==> config.mk <==
export PLATFORM = sky130hd
export DESIGN_NAME = rotor_return_stage
export DESIGN_NICKNAME = d
export VERILOG_FILES = /design/src/rtl/enigma_pkg.sv /design/src/rtl/rotor_inv_map.sv /design/src/rtl/rotor_return_stage.sv
export SDC_FILE = /design/constraint.sdc
export NUM_CORES = 1
export LEC_CHECK = 0
export ABC_AREA = 1
export CAP_MARGIN = 20
export CORE_MARGIN = 3
export CORE_UTILIZATION = 35
export CTS_CLUSTER_SIZE = 30
export DETAILED_ROUTE_END_ITERATION = 7
export PLACE_DENSITY = 0.67
export SETUP_SLACK_MARGIN = 0.1
export SYNTH_ARGS = -nofsm -noshare
export SYNTH_HDL_FRONTEND = slang
export SYNTH_HIERARCHICAL = 1
export SYNTH_SLANG_ARGS = --single-unit
==> constraint.sdc <==
create_clock -name clk -period 4.5 [get_ports clk]
set_clock_uncertainty 0.2 [all_clocks]
set_input_delay 1.35 -clock clk [delete_from_list [all_inputs] [get_ports clk]]
set_output_delay 1.35 -clock clk [all_outputs]
set_load 0.02 [all_outputs]
==> src/rtl/enigma_pkg.sv <==
// Shared Enigma constants: ASCII anchors, alphabet size, inverse rotor III wiring
// and the modulo-26 adder used by the substitution datapath.
package enigma_pkg;

   localparam logic [7:0] CH_A  = 8'h41;
   localparam logic [7:0] CH_a  = 8'h61;
   localparam logic [7:0] CH_Q  = 8'h3F;
   localparam logic [4:0] ALPHA = 5'd26;

   // "TAGBPCSDQEUFVNZHYIXJWLRKOM" as indices, element 0 first
   localparam logic [0:25][4:0] INV_III = {
      5'd19, 5'd0,  5'd6,  5'd1,  5'd15, 5'd2,  5'd18, 5'd3,  5'd16,
      5'd4,  5'd20, 5'd5,  5'd21, 5'd13, 5'd25, 5'd7,  5'd24, 5'd8,
      5'd23, 5'd9,  5'd22, 5'd11, 5'd17, 5'd10, 5'd14, 5'd12
   };

   // Operands must sum below 52 so a single conditional subtract suffices
   function automatic logic [4:0] mod26_add(input logic [4:0] a, input logic [4:0] b);
      logic [5:0] sum;
      sum = {1'b0, a} + {1'b0, b};
      if (sum >= {1'b0, ALPHA}) begin
         sum = sum - {1'b0, ALPHA};
      end
      return sum[4:0];
   endfunction

endpackage

==> src/rtl/rotor_inv_map.sv <==
// Combinational inverse rotor III substitution of one ASCII char at a given position.
// Zero latency, no flow control; case preserved, non-letters become '?'.
module rotor_inv_map
   import enigma_pkg::*;
(
   input  logic [7:0] char_in,
   input  logic [4:0] pos,
   output logic [7:0] char_out
);

   logic       is_letter;
   logic [7:0] base;
   logic [7:0] off;
   logic [4:0] s;
   logic [4:0] m;
   logic [4:0] r;

   always_comb begin
      is_letter = 1'b0;
      base      = CH_A;
      off       = 8'h00;
      if (char_in >= CH_A && char_in <= (CH_A + 8'd25)) begin
         is_letter = 1'b1;
         base      = CH_A;
         off       = char_in - CH_A;
      end else if (char_in >= CH_a && char_in <= (CH_a + 8'd25)) begin
         is_letter = 1'b1;
         base      = CH_a;
         off       = char_in - CH_a;
      end
      s = mod26_add(off[4:0], pos);
      m = INV_III[s];
      // adding (26 - pos) is the wrap-safe form of subtracting pos
      r = mod26_add(m, ALPHA - pos);
      char_out = is_letter ? (base + {3'b000, r}) : CH_Q;
   end

endmodule

==> src/rtl/rotor_return_stage.sv <==
// Return-path rotor stage: inverse substitution into a one-entry output buffer, plus position/notch carry.
// One-cycle latency, full throughput; in_ready = buffer empty or downstream ready, output held while stalled.
module rotor_return_stage
   import enigma_pkg::*;
#(
   parameter logic [4:0] NOTCH    = 5'd21,
   parameter logic [4:0] INIT_POS = 5'd0
) (
   input  logic       clk,
   input  logic       rst,
   input  logic       step,
   input  logic       load,
   input  logic [4:0] pos_in,
   input  logic       in_valid,
   input  logic [7:0] in_char,
   output logic       in_ready,
   output logic       out_valid,
   output logic [7:0] out_char,
   input  logic       out_ready,
   output logic [4:0] pos_out,
   output logic       carry_out
);

   typedef enum logic {EMPTY = 1'b0, FULL = 1'b1} buf_state_t;

   buf_state_t state_q, state_d;
   logic [7:0] out_char_q, out_char_d;
   logic [4:0] pos_q, pos_d;
   logic       carry_q, carry_d;
   logic [7:0] mapped_char;
   logic       accept;

   // Substitution always sees the pre-update position
   rotor_inv_map u_map (
      .char_in  (in_char),
      .pos      (pos_q),
      .char_out (mapped_char)
   );

   assign in_ready  = (state_q == EMPTY) || out_ready;
   assign accept    = in_valid && in_ready;
   assign out_valid = (state_q == FULL);
   assign out_char  = out_char_q;
   assign pos_out   = pos_q;
   assign carry_out = carry_q;

   always_comb begin
      state_d    = state_q;
      out_char_d = out_char_q;
      if (accept) begin
         state_d    = FULL;
         out_char_d = mapped_char;
      end else if (state_q == FULL && out_ready) begin
         state_d = EMPTY;
      end
   end

   always_comb begin
      pos_d   = pos_q;
      carry_d = 1'b0;
      if (load && pos_in <= 5'd25) begin
         pos_d = pos_in;
      end else if (step && !load) begin
         pos_d   = (pos_q == 5'd25) ? 5'd0 : pos_q + 5'd1;
         carry_d = (pos_q == NOTCH);
      end
   end

   always_ff @(posedge clk or posedge rst) begin
      if (rst) begin
         state_q    <= EMPTY;
         out_char_q <= 8'h00;
         pos_q      <= INIT_POS;
         carry_q    <= 1'b0;
      end else begin
         state_q    <= state_d;
         out_char_q <= out_char_d;
         pos_q      <= pos_d;
         carry_q    <= carry_d;
      end
   end

endmodule

# --- Yosys cells after proc, flatten, opt, wreduce, memory -nomap -nowiden ---
# Memory sizes are Yosys's and may differ from the RTL's.
# Cells that the tools add are included.
totals:
  out_inout_bits: 16
  rom_bits: 160
  n_memories: 1
  regBits: 15
  input_bits: 19
op_classes:
  reduce_logical: 10
  muxes: 18
  n_addsub: 9
  n_bitwise: 2
  magnitude_cmp: 8
  n_eq_ne: 2
mem_list:
  columns: ["name", "depth", "width", "rd", "rd_clocked_by_memory_dff", "write_ports", "line", "rtl"]
  rows:
  - ["(no name shown)", 32, 5, 1, 0, 0, "rotor_inv_map.sv:32", "m = INV_III[s];"]
op_table:
  columns: ["op", "n"]
  rows:
  - ["2-to-1 mux 5 bit", 9]
  - [">= comparator 8 x 7 -> 1 bit, second input constant", 2]
  - ["less-or-equal comparator 8 x 7 -> 1 bit, second input constant", 2]
  - ["2-to-1 mux 8 bit", 2]
  - ["adder 5 x 5 -> 6 bit", 2]
  - [">= comparator 6 x 5 -> 1 bit, second input constant", 2]
  - ["equality test 5 bit, second input constant", 2]
  - ["subtractor 5 x 1 -> 5 bit, second input constant", 2]
  - ["subtractor 5 bit, second input constant", 2]
  - ["adder 8 x 5 -> 8 bit", 1]
  - [">= comparator 6 bit, second input constant", 1]
  - ["logical AND 1 bit", 6]
  - ["2-to-1 mux 1 bit", 6]
  - ["2-to-1 mux 6 bit", 1]
  - ["inverter 5 -> 6 bit", 1]
  - ["adder 5 x 1 -> 5 bit, second input constant", 1]
  - ["less-or-equal comparator 5 bit, second input constant", 1]
  - ["subtractor 5 bit, first input constant", 1]
  - ["nonzero test 2 bit", 2]
  - ["logical NOT 1 bit", 1]
  - ["logical OR 1 bit", 1]
  - ["inverter 1 bit", 1]

# --- Depth between registers and ports, before layout ---
logic_depth:
  word_depth: 16
  mapped_depth: 45

# --- By module ---
# Netlist, hierarchy kept.
by_module_without_submodules:
  columns: ["module", "cells_each", "area_per_inst_um2", "instances"]
  rows:
  - ["rotor_inv_map", 249, 1427.6, 1]
  - ["rotor_return_stage", 95, 774.5, 1]

# --- Worst setup path after synthesis ---
# Ideal clock, no wire load.
synth_path:
  path_kind: "input -> register"
  startpoint: "in in_char[0]"
  endpoint: "reg out_char_q[1] (netlist: out_char[1])"
  t_arrival_ns: 6.248
  t_required_ns: 4.183
  path_stages: 38
  path_slack_ns: -2.065
  n_path_buf: 0
  path_cell_list: "inv_1 ha_1 nand3_1 nand2_1 a21oi_1 o21ai_0 nand2_1 inv_1 nor2_1 ha_1 inv_1 fa_1 inv_1 nand2_1 nand2_1 nand2_1 nand2_1 nand2_1 [2 not listed] xnor2_1 ha_1 nand2_1 nand2_1 nand2_1 nand2_1 ha_1 fa_1 xnor2_2 nand2_4 nand3_4 nand2_4 nand2_1 nand2_1 ha_1 or2_2 nand3_1 nand2_1"
synth_between:
  elab_chain_len: 16
synth_rtl:
  columns: ["item", "line", "rtl"]
  rows:
  - ["start: declaration", "rotor_return_stage.sv:15", "input logic [7:0] in_char,"]
  - [">= comparator 8 x 7 -> 1 bit / less-or-equal comparator 8 x 7 -> 1 bit (equally long branches)", "rotor_inv_map.sv:26", "end else if (char_in >= CH_a && char_in <= (CH_a + 8'd25)) begin"]
  - ["logical AND 1 bit", "rotor_inv_map.sv:26", null]
  - ["2-to-1 mux 5 bit", "rotor_inv_map.sv:26", null]
  - ["2-to-1 mux 5 bit", "rotor_inv_map.sv:22", "if (char_in >= CH_A && char_in <= (CH_A + 8'd25)) begin"]
  - ["adder 5 x 5 -> 6 bit", "enigma_pkg.sv:20", "sum = {1'b0, a} + {1'b0, b};"]
  - ["subtractor 5 bit / >= comparator 6 x 5 -> 1 bit (equally long branches)", "enigma_pkg.sv:22, enigma_pkg.sv:21", null]
  - ["2-to-1 mux 5 bit", "enigma_pkg.sv:21", "if (sum >= {1'b0, ALPHA}) begin"]
  - ["inverter 5 -> 6 bit (not written as such)", "rotor_inv_map.sv:32", null]
  - ["memory read (32 x 5 bit)", null, null]
  - ["2-to-1 mux 5 bit (not written as such) (2 in a row)", "rotor_inv_map.sv:32", null]
  - ["adder 5 x 5 -> 6 bit", "enigma_pkg.sv:20", null]
  - ["subtractor 5 bit / >= comparator 6 x 5 -> 1 bit (equally long branches)", "enigma_pkg.sv:22, enigma_pkg.sv:21", null]
  - ["2-to-1 mux 5 bit", "enigma_pkg.sv:21", null]
  - ["adder 8 x 5 -> 8 bit", "rotor_inv_map.sv:35", "char_out = is_letter ? (base + {3'b000, r}) : CH_Q;"]
  - ["2-to-1 mux 8 bit *", "rotor_inv_map.sv:35", null]
  - ["via mapped_char[1]", "rotor_return_stage.sv:30", "logic [7:0] mapped_char;"]
  - ["end signal: assignment", "rotor_return_stage.sv:77", "out_char_q <= out_char_d;"]
  - ["end: declaration", "rotor_return_stage.sv:27", "logic [7:0] out_char_q, out_char_d;"]
# The timed path passes the listed nets; every way through them passes the cells marked *. The select of a mux whose other input is x is not followed.
# A chain may end at the register's enable or synchronous reset.

# --- Worst setup path in the final report ---
layout_path:
  startpoint: "in in_char[1]"
  endpoint: "reg out_char_q[5] (netlist: out_char[5])"
# Same word-level chain as after synthesis.

==> results.toml <==
[yosys]
synthCells = 344
postSynthAreaPerCell_um2 = 6.401
synthArstFlopShare_pct = 100.0
yosys_warnings = 6
yosysUniqueCellTypes = 32
postSynthRegisterBits = 15
postSynthNetCount = 389
synth_area_mm2 = 0.002202
synthFlopType = "dfrtp_1"
share_of_synthesized_area_occupied_by_flip_flops_and_latches_pct = 17.05
synth_edf_count = 0

[final_layout]
syn_to_final_growth_pct = 64.09
final_cell_count_no_fill = 526
finalCoreUtilization_pct = 60.32
layout.filler_cells = 500
finish.instance_area_mm2 = 0.003613
drive_above_1_share_pct = 41.02
final_cell_mix = "nand2_1, buf_4, nand3_1, inv_1, clkdlybuf4s50_1"
leading_cell_type_in_the_layout_fill_and_taps_excluded = "nand2_1"
design.final.nets = 497
num_antenna_cells = 0

[routing]
antenna_left = 0
routed_length_per_instance_um = 12.12
post-route-drc-count = 0
drt_wl_total_um = 6375
vias = 2528
vias_per_cell = 4.806
drt_iter0_markers = 77
detailedRoute.firstPassIterationCount = 5

[cts]
clock_tree_sinks = 15
worst_skew_pair.late_latency_ns = 0.25
htreeDepth = 1
clk_path_buf_depth = 2
clock_tree_root_buffer_cell = "clkbuf_8"
numCtsBuffers = 3
clkSlewWorstSetupHoldPaths_ns = 0.07
tritoncts_clock_tree = "built"

[critical_path]
worst_setup_path_startpoint = "in_char[1]"
critical_path.max_stage_delay_ns = 0.46
crit_top_cell = "nand2_2"
slowest_cell_on_the_critical_path = "fa_2"
critical_path.reg2reg.endpoint = "out_char[5]$_DFFE_PP0P_"
regToRegStartpoint = "pos_out[0]$_DFFE_PP0P_"
timing.critical_path.to_type = "flop"
critical_path_arrival_ns = 6.16
reg2reg_slack_ns = 0.09
path_class = "primary input to flop"
worst-endpoint-required_ns = 4.49
critical_path.startpoint_type = "primary input"
critical_path.endpoint = "out_char[5]$_DFFE_PP0P_"
path_max_fanout = 5
worst-r2r-cell-count = 32

[pwr]
p_leak_nw = 1.821
pwr_density_cell_mw_per_mm2 = 843.3
fin_total_pwr_w = 0.003047
max-vdd-ir-drop_v = 0.0006938

[global_routing]
total_grt_overflow = 0
grtUsageTotal_pct = 16.31
pin_count_of_the_biggest_net_entering_global_routing = 16
via_count_of_the_first_global_routing_pass = 2420
initial_antenna_violation_count = 0
grt_first_pass_wirelength_um = 10130

[floorplanning]
i_o_pin_count = 35
floorplan.initialDensity_pct = 36.76
floorplan.core_area_mm2 = 0.005991
die_area_mm2 = 0.007280
die-height_um = 85.32
floorplan.die.width_um = 85.32
num_rows = 28

[placement]
dp.final_hpwl_um = 4530
place_inst = 500
placed_area_mm2 = 0.003141
io_buffers = 34
routabilityCongestion = 0.8866
dpl_worst_slack_ns = -2.377

[outcome]
violations = "setup timing"
result_of_the_run = "finished, violations left"

[sta]
fmax_ghz = 0.1623
fin_crit_ns = 6.161
setup_repair_after_global_routing_missed_its_margin = "yes"
relSlewSlack_pct = 58.50
setup-violations-final = 8
period_share_pct = 136.9
worst_slew_pin_slew_ns = 0.6218
timing.final.hold_violations = 0
layout_setup_ws_ns = -1.661
final_max_slew_viol_count = 0

[min_path]
hold_path_class = "flop to flop"

[flow_run]
maxCapViolCount = 0
## cell type report
cell class	count	area (um^2)	area share [%]
Timing Repair Buffer	106	913.4	25.28
Clock inverter	1	5.005	0.1385
Multi-Input combinational cell	270	1949	53.95
Clock buffer	3	41.29	1.143
Inverter	56	235.2	6.510
Tap cell	75	93.84	2.597
Sequential cell	15	375.4	10.39
## report_power, final
| part | internal (W) | switching [W] |
|---|---|---|
| clock network | 0.0000614 | 0.0000510 |
| registers | 0.000157 | 0.0000153 |
| logic | 0.00132 | 0.00145 |
| total | 0.00154 | 0.00151 |
## synth_stat cells (2+ instances only)
library cell	n	area share (%)
inv_1	53	9.0
dfrtp_1	15	17
nand3b_1	3	1.0
buf_2	2	0.45
ha_1	24	14
nor2_1	17	2.9
nor2_2	3	0.85
a21oi_1	11	2.5
a21oi_2	2	0.80
nand3_1	66	15
o21bai_1	2	0.68
or2_2	2	0.57
inv_2	3	0.51
xor2_1	6	2.4
nand2_1	93	16
nand4_1	2	0.57
nand2_2	9	2.6
fa_1	2	1.8
nand2_4	6	3.1
nand3_2	3	1.4
o21ai_0	9	2.0
## how the worst min path moves through the flow
stage                                  startpoint  depth (start not counted)                 endpoint  slack [ns]
final                     out_char[3]$_DFFE_PP0P_                          2  out_char[3]$_DFFE_PP0P_        0.28
after global placement    out_char[3]$_DFFE_PP0P_                          2  out_char[3]$_DFFE_PP0P_        0.25
after floorplan           out_char[0]$_DFFE_PP0P_                          2  out_char[0]$_DFFE_PP0P_        0.38
after CTS                 out_char[2]$_DFFE_PP0P_                          2  out_char[2]$_DFFE_PP0P_        0.28
after global routing      out_char[7]$_DFFE_PP0P_                          2  out_char[7]$_DFFE_PP0P_        0.30
after detailed placement  out_char[3]$_DFFE_PP0P_                          2  out_char[3]$_DFFE_PP0P_        0.26
## metrics by stage
step / setup TNS, ns / hold WS, ns
3_3_place_gp: -16.67 / 0.2540
5_1_grt: -13.65 / 0.2997
2_1_floorplan: -10.95 / 0.3844
3_5_place_dp: -17.41 / 0.2584
6_report: -11.25 / 0.2761
4_1_cts: -10.36 / 0.2779
## logic make-up after synthesis
family	synth area share (%)
buffers and inverters	10.51
and+or+nand+nor	46.19
adders and majority gates	15.45
DFF	17.05
xor gates and xnor gates	3.523
AOI/OAI and AO/OA	7.273
## repair_timing
action                                  in CTS  in global routing
buffers inserted                            10                 12
endpoints found under the hold margin        0                  0
gates resized for setup                     48                 39
endpoints found under the setup margin       8                  8
hold buffers                                 0                  0
pin swaps                                   41                 38
## metal layers
| metal | GRT usage [%] | wire length [um] | up-vias |
|---|---|---|---|
| met5 | 0 | 0 | - |
| met3 | 2.718 | 161 | 6 |
| met1 | 20.28 | 2787 | 1153 |
| met2 | 29.52 | 3386 | 47 |
| met4 | 3.165 | 40 | 0 |
| li1 | - | - | 1322 |
## registers in the layout, summed over array words and instances, names as in the netlist
register,count
out_valid,1
pos_out,5
carry_out,1
out_char,8
## worst max-delay path: cells and delay by family
family                   cells  cell delay, ns
XOR/XNOR                     1            0.25
AO/OA/AOI/OAI                4            0.60
AND/OR/NAND/NOR             22            1.69
adder cells (fa/ha/maj)      6            1.53
buffers and inverters       10            0.72
Power figures use the tool's default switching activity.
